`src/rtl/fios_res_normalizer.sv`:
```
// Result normalizer/collector for the FIOS Montgomery multiplier chain.
// Resolves the redundant {carry, digit} PE outputs into canonical 17-bit words,
// buffers one S-digit result and streams it out LSB digit first.
module fios_res_normalizer #(
    parameter int unsigned S = 16,
    localparam int unsigned CNT_W = $clog2(S)
) (
    input  logic             clock_i,
    input  logic             reset_i,
    input  logic             start_i,
    input  logic             digit_valid_i,
    input  logic [16:0]      digit_i,
    input  logic [16:0]      carry_i,
    output logic             res_valid_o,
    input  logic             res_ready_i,
    output logic [16:0]      res_data_o,
    output logic             res_last_o,
    output logic [17:0]      carry_o,
    output logic             busy_o,
    output logic             done_o,
    output logic             overrun_o
);

    localparam logic [CNT_W-1:0] LastIdx = CNT_W'(S - 1);

    typedef enum logic [1:0] {StIdle, StCollect, StDrain} state_e;

    state_e            state_q, state_d;
    logic [17:0]       acc_q, acc_d;
    logic [CNT_W-1:0]  wr_idx_q, wr_idx_d;
    logic [CNT_W-1:0]  rd_idx_q, rd_idx_d;
    logic [17:0]       carry_q, carry_d;
    logic              done_q, done_d;
    logic              overrun_q, overrun_d;
    logic [16:0]       mem_q [S];

    logic [18:0]       sum;
    logic [17:0]       acc_new;
    logic              mem_we;
    logic              wr_last;
    logic              rd_last;

    // Carry-resolve arithmetic for the incoming digit
    always_comb begin
        sum     = 19'(digit_i) + 19'(acc_q);
        acc_new = 18'(carry_i) + 18'(sum[18:17]);
        wr_last = (wr_idx_q == LastIdx);
        rd_last = (rd_idx_q == LastIdx);
    end

    // State register
    always_ff @(posedge clock_i or negedge reset_i) begin
        if (!reset_i) begin
            state_q <= StIdle;
        end else begin
            state_q <= state_d;
        end
    end

    // Next-state logic
    always_comb begin
        state_d = state_q;
        unique case (state_q)
            StIdle: begin
                if (start_i) state_d = StCollect;
            end
            StCollect: begin
                if (!start_i && digit_valid_i && wr_last) state_d = StDrain;
            end
            StDrain: begin
                if (res_ready_i && rd_last) state_d = StIdle;
            end
            default: state_d = StIdle;
        endcase
    end

    // Datapath next-state: accumulator, indices, carry-out and status flags
    always_comb begin
        acc_d     = acc_q;
        wr_idx_d  = wr_idx_q;
        rd_idx_d  = rd_idx_q;
        carry_d   = carry_q;
        overrun_d = overrun_q;
        done_d    = 1'b0;
        mem_we    = 1'b0;
        unique case (state_q)
            StIdle: begin
                if (start_i) begin
                    acc_d     = '0;
                    wr_idx_d  = '0;
                    rd_idx_d  = '0;
                    carry_d   = '0;
                    overrun_d = 1'b0;
                end
            end
            StCollect: begin
                // A restart wins over a digit presented in the same cycle
                if (start_i) begin
                    acc_d    = '0;
                    wr_idx_d = '0;
                end else if (digit_valid_i) begin
                    mem_we   = 1'b1;
                    acc_d    = acc_new;
                    wr_idx_d = wr_idx_q + 1'b1;
                    if (wr_last) begin
                        carry_d  = acc_new;
                        rd_idx_d = '0;
                        wr_idx_d = '0;
                    end
                end
            end
            StDrain: begin
                if (digit_valid_i) overrun_d = 1'b1;
                if (res_ready_i) begin
                    rd_idx_d = rd_idx_q + 1'b1;
                    if (rd_last) done_d = 1'b1;
                end
            end
            default: ;
        endcase
    end

    // Datapath registers
    always_ff @(posedge clock_i or negedge reset_i) begin
        if (!reset_i) begin
            acc_q     <= '0;
            wr_idx_q  <= '0;
            rd_idx_q  <= '0;
            carry_q   <= '0;
            done_q    <= 1'b0;
            overrun_q <= 1'b0;
        end else begin
            acc_q     <= acc_d;
            wr_idx_q  <= wr_idx_d;
            rd_idx_q  <= rd_idx_d;
            carry_q   <= carry_d;
            done_q    <= done_d;
            overrun_q <= overrun_d;
        end
    end

    // Result buffer; contents need no reset
    always_ff @(posedge clock_i) begin
        if (mem_we) mem_q[wr_idx_q] <= sum[16:0];
    end

    // Outputs decoded from state so an async reset zeroes them at once
    always_comb begin
        busy_o      = (state_q != StIdle);
        res_valid_o = (state_q == StDrain);
        res_data_o  = (state_q == StDrain) ? mem_q[rd_idx_q] : '0;
        res_last_o  = (state_q == StDrain) && rd_last;
        carry_o     = carry_q;
        done_o      = done_q;
        overrun_o   = overrun_q;
    end

endmodule

```
`config.mk`:
```
export PLATFORM = sky130hd
export DESIGN_NAME = fios_res_normalizer
export DESIGN_NICKNAME = d
export VERILOG_FILES = /design/src/rtl/fios_res_normalizer.sv
export SDC_FILE = /design/constraint.sdc
export NUM_CORES = 1
export LEC_CHECK = 0
export ABC_AREA = 1
export ABC_CLOCK_PERIOD_IN_PS = 2800
export BUFFER_PORTS_ARGS = -buffer_cell sky130_fd_sc_hd__buf_4
export CAP_MARGIN = 20
export CORE_MARGIN = 1
export CORE_UTILIZATION = 40
export CTS_CLUSTER_DIAMETER = 80
export DETAILED_ROUTE_END_ITERATION = 7
export GPL_TIMING_DRIVEN = 1
export SLEW_MARGIN = 25
export SYNTH_ARGS = -nofsm -noshare
export SYNTH_HDL_FRONTEND = slang
export SYNTH_SLANG_ARGS = --single-unit
```
`constraint.sdc`:
```
create_clock -name clock_i -period 2.8 [get_ports clock_i]
set_input_delay 0.28 -clock clock_i [delete_from_list [all_inputs] [get_ports clock_i]]
set_output_delay 0.28 -clock clock_i [all_outputs]
set_load 0.01 [all_outputs]
```
==> results of run 1 <==
==> registers in the layout, indices dropped and copies added, names as in the netlist <==
| signal | cells |
|---|---|
| acc_q | 18 |
| state_q | 2 |
| overrun_o | 1 |
| mem_q | 272 |
| rd_idx_q | 4 |
| done_o | 1 |
| carry_o | 18 |
| wr_idx_q | 4 |
==> worst register-to-register path, cell delays in order, from the launching register on <==
cell and delay [ns]:
dfrtp_1 0.38, ha_1 0.31, nand2_1 0.11, nor2_2 0.15, and2_1 0.16, nand2_2 0.06, nand2_1 0.05, nand2_1 0.05
nand2_2 0.09, ha_4 0.16, inv_4 0.04, fa_2 0.41, inv_2 0.08, nand3_2 0.08, nor2_4 0.14, nand2_2 0.07
o21ai_2 0.16, nand4_1 0.14, nand2_1 0.10
==> cells by family after synthesis <==
logic type	after synthesis	share of synthesized area
AND/OR/NAND/NOR	727	0.207
flip-flops	320	0.646
AO/OA/AOI/OAI	208	0.0753
buffers and inverters	134	0.0422
adder cells (fa/ha/maj)	26	0.0235
XOR/XNOR	10	0.00604
==> routing by layer <==
metal / vias up / share of wire
met5: - / 0
li1: 5220 / -
met3: 67 / 0.055
met2: 321 / 0.48
met4: 0 / 0.024
met1: 5177 / 0.44
==> stage by stage <==
step | utilization | area (um^2) | cells
CTS | 0.487 | 17400 | 2061
global placement | 0.456 | 16200 | 2000
floorplan | - | 14500 | 1425
global route | 0.500 | 17800 | 2072
finish | 0.500 | 17800 | 2072
detailed placement | 0.456 | 16300 | 2000
==> power breakdown <==
| group | switching (W) | internal (W) |
|---|---|---|
| logic | 0.00117 | 0.000737 |
| registers | 0.000142 | 0.00574 |
| clock network | 0.00183 | 0.00234 |
==> Yosys cell counts (3+ instances only) <==
master    count
buf_2        21
inv_2         4
nand3_1     136
inv_1        60
nand4_1      15
edfxtp_1    272
clkbuf_1     22
buf_4        11
or2_2         3
o211ai_1      4
nand2_1     270
o21ai_2       4
xor2_1        8
a21oi_1      39
dfrtp_1      48
nor2_1      284
nor3_1        8
ha_1         24
buf_6         5
o21ai_1      10
o21bai_1      3
nor2_4        3
o21ai_0     144
buf_1         7
==> worst paths after layout <==
path,from,to,cells after the start,slack [ns]
min,carry_i[16],acc_q[16],4,0.08
max reg2reg,acc_q[13],acc_q[12],18,-0.02
min in group asynchronous,reset_i,carry_o[15],2,0.35
max in group asynchronous,reset_i,rd_idx_q[0],2,1.93
min reg2reg,carry_o[7],carry_o[7],2,0.48
max,acc_q[13],acc_q[12],18,-0.02
==> timing repair <==
action,4_1_cts,5_1_grt
buffers inserted,0,10
cloned,0,1
resized for setup,21,80
hold buffers,2,0
setup endpoints to repair,15,50
pin swaps,2,35
hold endpoints to repair,49,0
==> final cells by class <==
type,instances,share of cell area
clock buffer,42,0.0511
clock inverter,17,0.00624
inverter,68,0.0147
multi-input combinational,971,0.281
sequential,320,0.525
tap,461,0.0323
timing repair buffer,193,0.0894
==> results_dict.tcl, run 1 <==
set metrics [dict create \
    finalHoldViolCount 0 \
    port_buffers 78 \
    slew_headroom 0.504 \
    pin_count 79 \
    overflow 0 \
    place_ws_ns -0.305 \
    yosys_warnings 0 \
    hp-class "in -> reg" \
    leakagePower_nw 7.02 \
    violations "negative setup slack" \
    die-area_um2 37000 \
    antenna_left 0 \
    top_usage_layer "met2" \
    worstPathMaxFanout 2 \
    wirelength_um 39700 \
    ys_seq_area_frac 0.646 \
    gp_congestion 0.882 \
    synth_largest_area_cell "edfxtp_1" \
    total_power_w 0.0120 \
    grt_usage 0.215 \
    syn_inst 1425 \
    synth_cell_types 39 \
    nFillCells 3166 \
    status "complete, but fails checks" \
    syn_avg_cell_area_um2 10.2 \
    synth_ff_type "edfxtp_1" \
    coreArea_um2 35700 \
    setup_ws_ns -0.0173 \
    synth_top_area_share 0.563 \
    avgRoutedWirePerCell_um 19.1 \
    clockRootBuffer "clkbuf_16" \
    start_util 0.407 \
    fin_hold_ws_ns 0.0760 \
    setup_violations 1 \
    drt_pass1_iterations 6 \
    fmax_mhz 355 \
    cts_max_level 2 \
    synth_edf_count 272 \
    finalClockSkew_ns 0.0220 \
    met2_usage 0.356 \
    area_growth_pct 23.0 \
    drc 0 \
    maxCapViolCount 0 \
    fin_nets 1654 \
    met1_usage 0.292 \
    hpwl_um 23700 \
    yosys_register_bits 320 \
    met3_usage 0.0322 \
    syn_nets 1490 \
    most-common-layout-cells "edfxtp_1, nor2_1, nand2_1" \
    fp.dieH_um 192 \
    finalSetupTns_ns -0.0173 \
    cts_tree "done" \
    vias 10785 \
    drive_gt1_frac 0.222 \
    multiInputGateArea_um2 5010 \
    cts_buffers 35 \
    layout_commonest_cell "edfxtp_1" \
    slowest_delay_ns 0.41 \
    period_needed_ns 2.82 \
    path_common_cell "nand2_1" \
    rsz0062_at_grt "true" \
    rows 69 \
    path_buf_inv 2 \
    seqCellArea_um2 9370 \
    grt_pass1_wl_um 59900 \
    min_period_over_period 1.01 \
    required_ns 3.24 \
    criticalPathCategory "reg -> reg" \
    grt_pass1_vias 10353 \
    clk_pin_slew_ns 0.06 \
    cts_sinks 320 \
    antenna_found_initial 0 \
    cp_slowest_cell "fa_2" \
    chipWidth_um 192 \
    drv_slew 0 \
    p_per_area_nw_per_um2 670 \
    worst_pin_slew_ns 0.743 \
    critPathArrivalTime_ns 3.26 \
    cp_top_family "simple AND/OR/NAND/NOR gates" \
    vdd_drop_max_mv 0.428 \
    antennaDiodeCount 0 \
    clk_latency_ns 0.52 \
    grt_max_degree 93 \
    cp-start-kind "flop" \
    drtIter0Drc 911 \
    synthTopCellsByArea "edfxtp_1, dfrtp_1, nor2_1, nand2_1, o21ai_0" \
    async_flop_share 0.150 \
    endpoint_kind "flop" \
    synth_area_um2 14500 \
    viasPerCell 5.21 \
    cts_buffer_depth 3 \
    crit_path_cell_trace "ha_1 -> nand2_1 -> nor2_2 -> and2_1 -> nand2_2 -> nand2_1 -> nand2_1 -> nand2_2 -> ha_4 -> inv_4 -> fa_2 -> inv_2 -> nand3_2 -> nor2_4 -> nand2_2 -> o21ai_2 -> nand4_1 -> nand2_1" \
]
No activity file was read; power rests on OpenSTA's default activity.
==> run 2, diff against run 1 <==
--- a/config.mk
+++ b/config.mk
@@ -5,7 +5,6 @@
 export SDC_FILE = /design/constraint.sdc
 export NUM_CORES = 1
 export LEC_CHECK = 0
-export ABC_AREA = 1
 export ABC_CLOCK_PERIOD_IN_PS = 2800
 export BUFFER_PORTS_ARGS = -buffer_cell sky130_fd_sc_hd__buf_4
 export CAP_MARGIN = 20
@@ -13,6 +12,7 @@
 export CORE_UTILIZATION = 40
 export CTS_CLUSTER_DIAMETER = 80
 export DETAILED_ROUTE_END_ITERATION = 7
+export GPL_ROUTABILITY_DRIVEN = 0
 export GPL_TIMING_DRIVEN = 1
 export SLEW_MARGIN = 25
 export SYNTH_ARGS = -nofsm -noshare
==> run 2 against run 1 <==
The flow still finishes with violations (negative setup slack). Combinational power decreased by 48%. Sequential power decreased by 7.0%. Total power decreased by 5.9%. Clock-buffer cell count unchanged. Global-route usage decreased by 2.4 points. Core utilization increased by 1.9 points. Critical endpoint is now carry_o[8].
==> results_dict.tcl, run 2 <==
set metrics [dict create \
    status "complete, but fails checks" \
    violations "negative setup slack" \
    cts_max_level 2 \
    place_area_um2 15500 \
    antennaDiodeCount 0 \
    vias 7727 \
    criticalPathCategory "reg -> reg" \
    hpwl_um 18900 \
    drv_slew 0 \
    final_util 0.520 \
    most-common-layout-cells "edfxtp_1, buf_4, mux4_2" \
    dp_cells 1375 \
    layout_commonest_cell "edfxtp_1" \
    coreArea_um2 33500 \
    setup_violations 50 \
    total_power_w 0.0112 \
    r2r_start "acc_q[3]" \
    grt_pass1_vias 8046 \
    rows 67 \
    synth_ff_type "edfxtp_1" \
    async_flop_share 0.150 \
    min_period_over_period 1.16 \
    synth_edf_count 272 \
    slowest_delay_ns 0.41 \
    largest_reg_flops 272 \
    finalHoldViolCount 0 \
    syn_avg_cell_area_um2 17.4 \
    maxCapViolCount 0 \
    drive_gt1_frac 0.405 \
    path_common_cell "a21oi_2" \
    chipWidth_um 187 \
    critPathLaunch "acc_q[3]" \
    cts_buffer_depth 3 \
    synth_largest_area_cell "edfxtp_1" \
    worstPathMaxFanout 2 \
    grt_usage 0.191 \
    clockRootBuffer "clkbuf_16" \
    grt_pass1_wl_um 49500 \
    avgRoutedWirePerCell_um 22.1 \
    cts_buffers 36 \
    port_buffers 78 \
    yosysMostFrequentCell "edfxtp_1" \
    syn_nets 848 \
    area_growth_pct 27.8 \
    cp_slowest_cell "dfrtp_1" \
    clk_pin_slew_ns 0.05 \
    wirelength_um 32300 \
    syn_inst 783 \
    cts_sinks 320 \
    vdd_drop_max_mv 0.421 \
    ys_seq_area_frac 0.687 \
    endpoint_kind "flop" \
    drt_pass1_iterations 5 \
    antenna_left 0 \
    top_layer "met4" \
    synth_commonest_cells "edfxtp_1, mux4_2, nand2_1, dfrtp_1, o21ai_0" \
    required_ns 3.25 \
    cts_tree "done" \
    finalClockSkew_ns 0.0184 \
    drtIter0Drc 618 \
    cp-start-kind "flop" \
    synth_top_area_share 0.599 \
    overflow 0 \
    start_util 0.407 \
    fp.dieH_um 187 \
    viasPerCell 5.28 \
    slew_headroom 0.547 \
    final_area_um2 17400 \
    synthTopCellsByArea "edfxtp_1, mux4_2, dfrtp_1, ha_1, nand2_1" \
    routed-wl-met2_um 16400 \
    instances_no_fill 1463 \
    crit_path_cell_trace "ha_4 -> o211ai_1 -> o21bai_4 -> o2111ai_2 -> a211oi_2 -> a21oi_2 -> xnor2_1 -> ha_2 -> inv_2 -> fa_2 -> or2_4 -> or3_1 -> a21oi_2 -> mux2_4" \
    clk_latency_ns 0.52 \
    yosys_warnings 0 \
    antenna_found_initial 0 \
    synth_cell_types 47 \
    wl_met3_um 2080 \
    wl_met1_um 13400 \
    yosys_register_bits 320 \
    period_needed_ns 3.24 \
    hp-class "in -> reg" \
    setup_ws_ns -0.444 \
    critPathArrivalTime_ns 3.69 \
    fmax_mhz 308 \
    pin_count 79 \
    rsz0062_at_grt "true" \
    worstHoldStart "res_ready_i" \
    synth_area_um2 13600 \
    p_per_area_nw_per_um2 645 \
    fin_hold_ws_ns 0.0355 \
    leakagePower_nw 6.28 \
    grt_max_degree 52 \
    drc 0 \
    fin_nets 1055 \
    die-area_um2 34900 \
    worst_pin_slew_ns 0.672 \
    top_register "mem_q" \
]
run 2: cell types whose count changed in the layout (fill, tap and decap cells not counted), sizes merged, moves of 10 or more:
cell / change
o21ai: -123
nand3: -123
nor2: -266
a21oi: -13
inv: -44
mux4: +85
buf: +13
nand2: -223
and3: +10
xnor2: +17
and2: +28
run 2: cells by family after synthesis:
group / after synthesis / share of synthesized area
and+or+nand+nor: 157 / 0.0583
xor gates and xnor gates: 30 / 0.0193
buffers and inverters: 58 / 0.0203
muxes: 92 / 0.146
AOI/OAI and AO/OA: 100 / 0.0448
DFF: 320 / 0.687
adders and majority gates: 26 / 0.0249
run 2: final cells by class:
cell class                 instances  area [um^2]
sequential                       320         9370
clock buffer                      42          933
inverter                          22         82.6
timing repair buffer             205         1860
multi-input combinational        405         4350
clock inverter                    21          270
tap                              448          561
fill                            2770        16100
run 2: path summary, 6_finish.rpt:
kind                       slack (ns)  depth (start not counted)          end
min in group asynchronous        0.34                          2   carry_o[0]
setup reg to reg                -0.44                         14   carry_o[8]
hold / removal                   0.04                          3       done_o
setup / recovery                -0.44                         14   carry_o[8]
hold reg to reg                  0.49                          2    acc_q[15]
max in group asynchronous        1.97                          2  rd_idx_q[0]
run 2: timing repair:
action / CTS / global route
setup buffers: 17 / 5
hold buffers: 1 / 0
setup endpoints to repair: 99 / 99
resized for setup: 96 / 22
endpoints found under the hold margin: 48 / 0
cloned: 8 / 1
pin swaps: 28 / 21
run 2: power breakdown:
part / internal [W] / switching (W)
Combinational: 0.000427 / 0.000559
Sequential: 0.00543 / 0.0000351
Clock: 0.00294 / 0.00185
Total: 0.00881 / 0.00244
run 2: layer usage:
metal | GRT usage | vias to the layer above
met3 | 0.0387 | 38
met2 | 0.324 | 223
met1 | 0.253 | 3959
met4 | 0.0438 | 0
li1 | - | 3507
met5 | 0 | -
run 2: metrics by stage:
step / setup WS [ns] / TNS (ns)
after floorplan: -0.371 / -5.75
after global placement: -0.557 / -22.67
after detailed placement: -0.604 / -26.45
after CTS: -0.499 / -14.59
after global routing: -0.617 / -19.16
final: -0.444 / -12.06
run 2: critical path, delay by kind of cell, from the launching register on:
family	cells	cell delay, ns
buf+inv	1	0.04
compound gates	6	0.97
flops	1	0.41
fa+ha+maj	3	0.83
mux	1	0.17
xor+xnor	1	0.16
simple gates	2	0.60
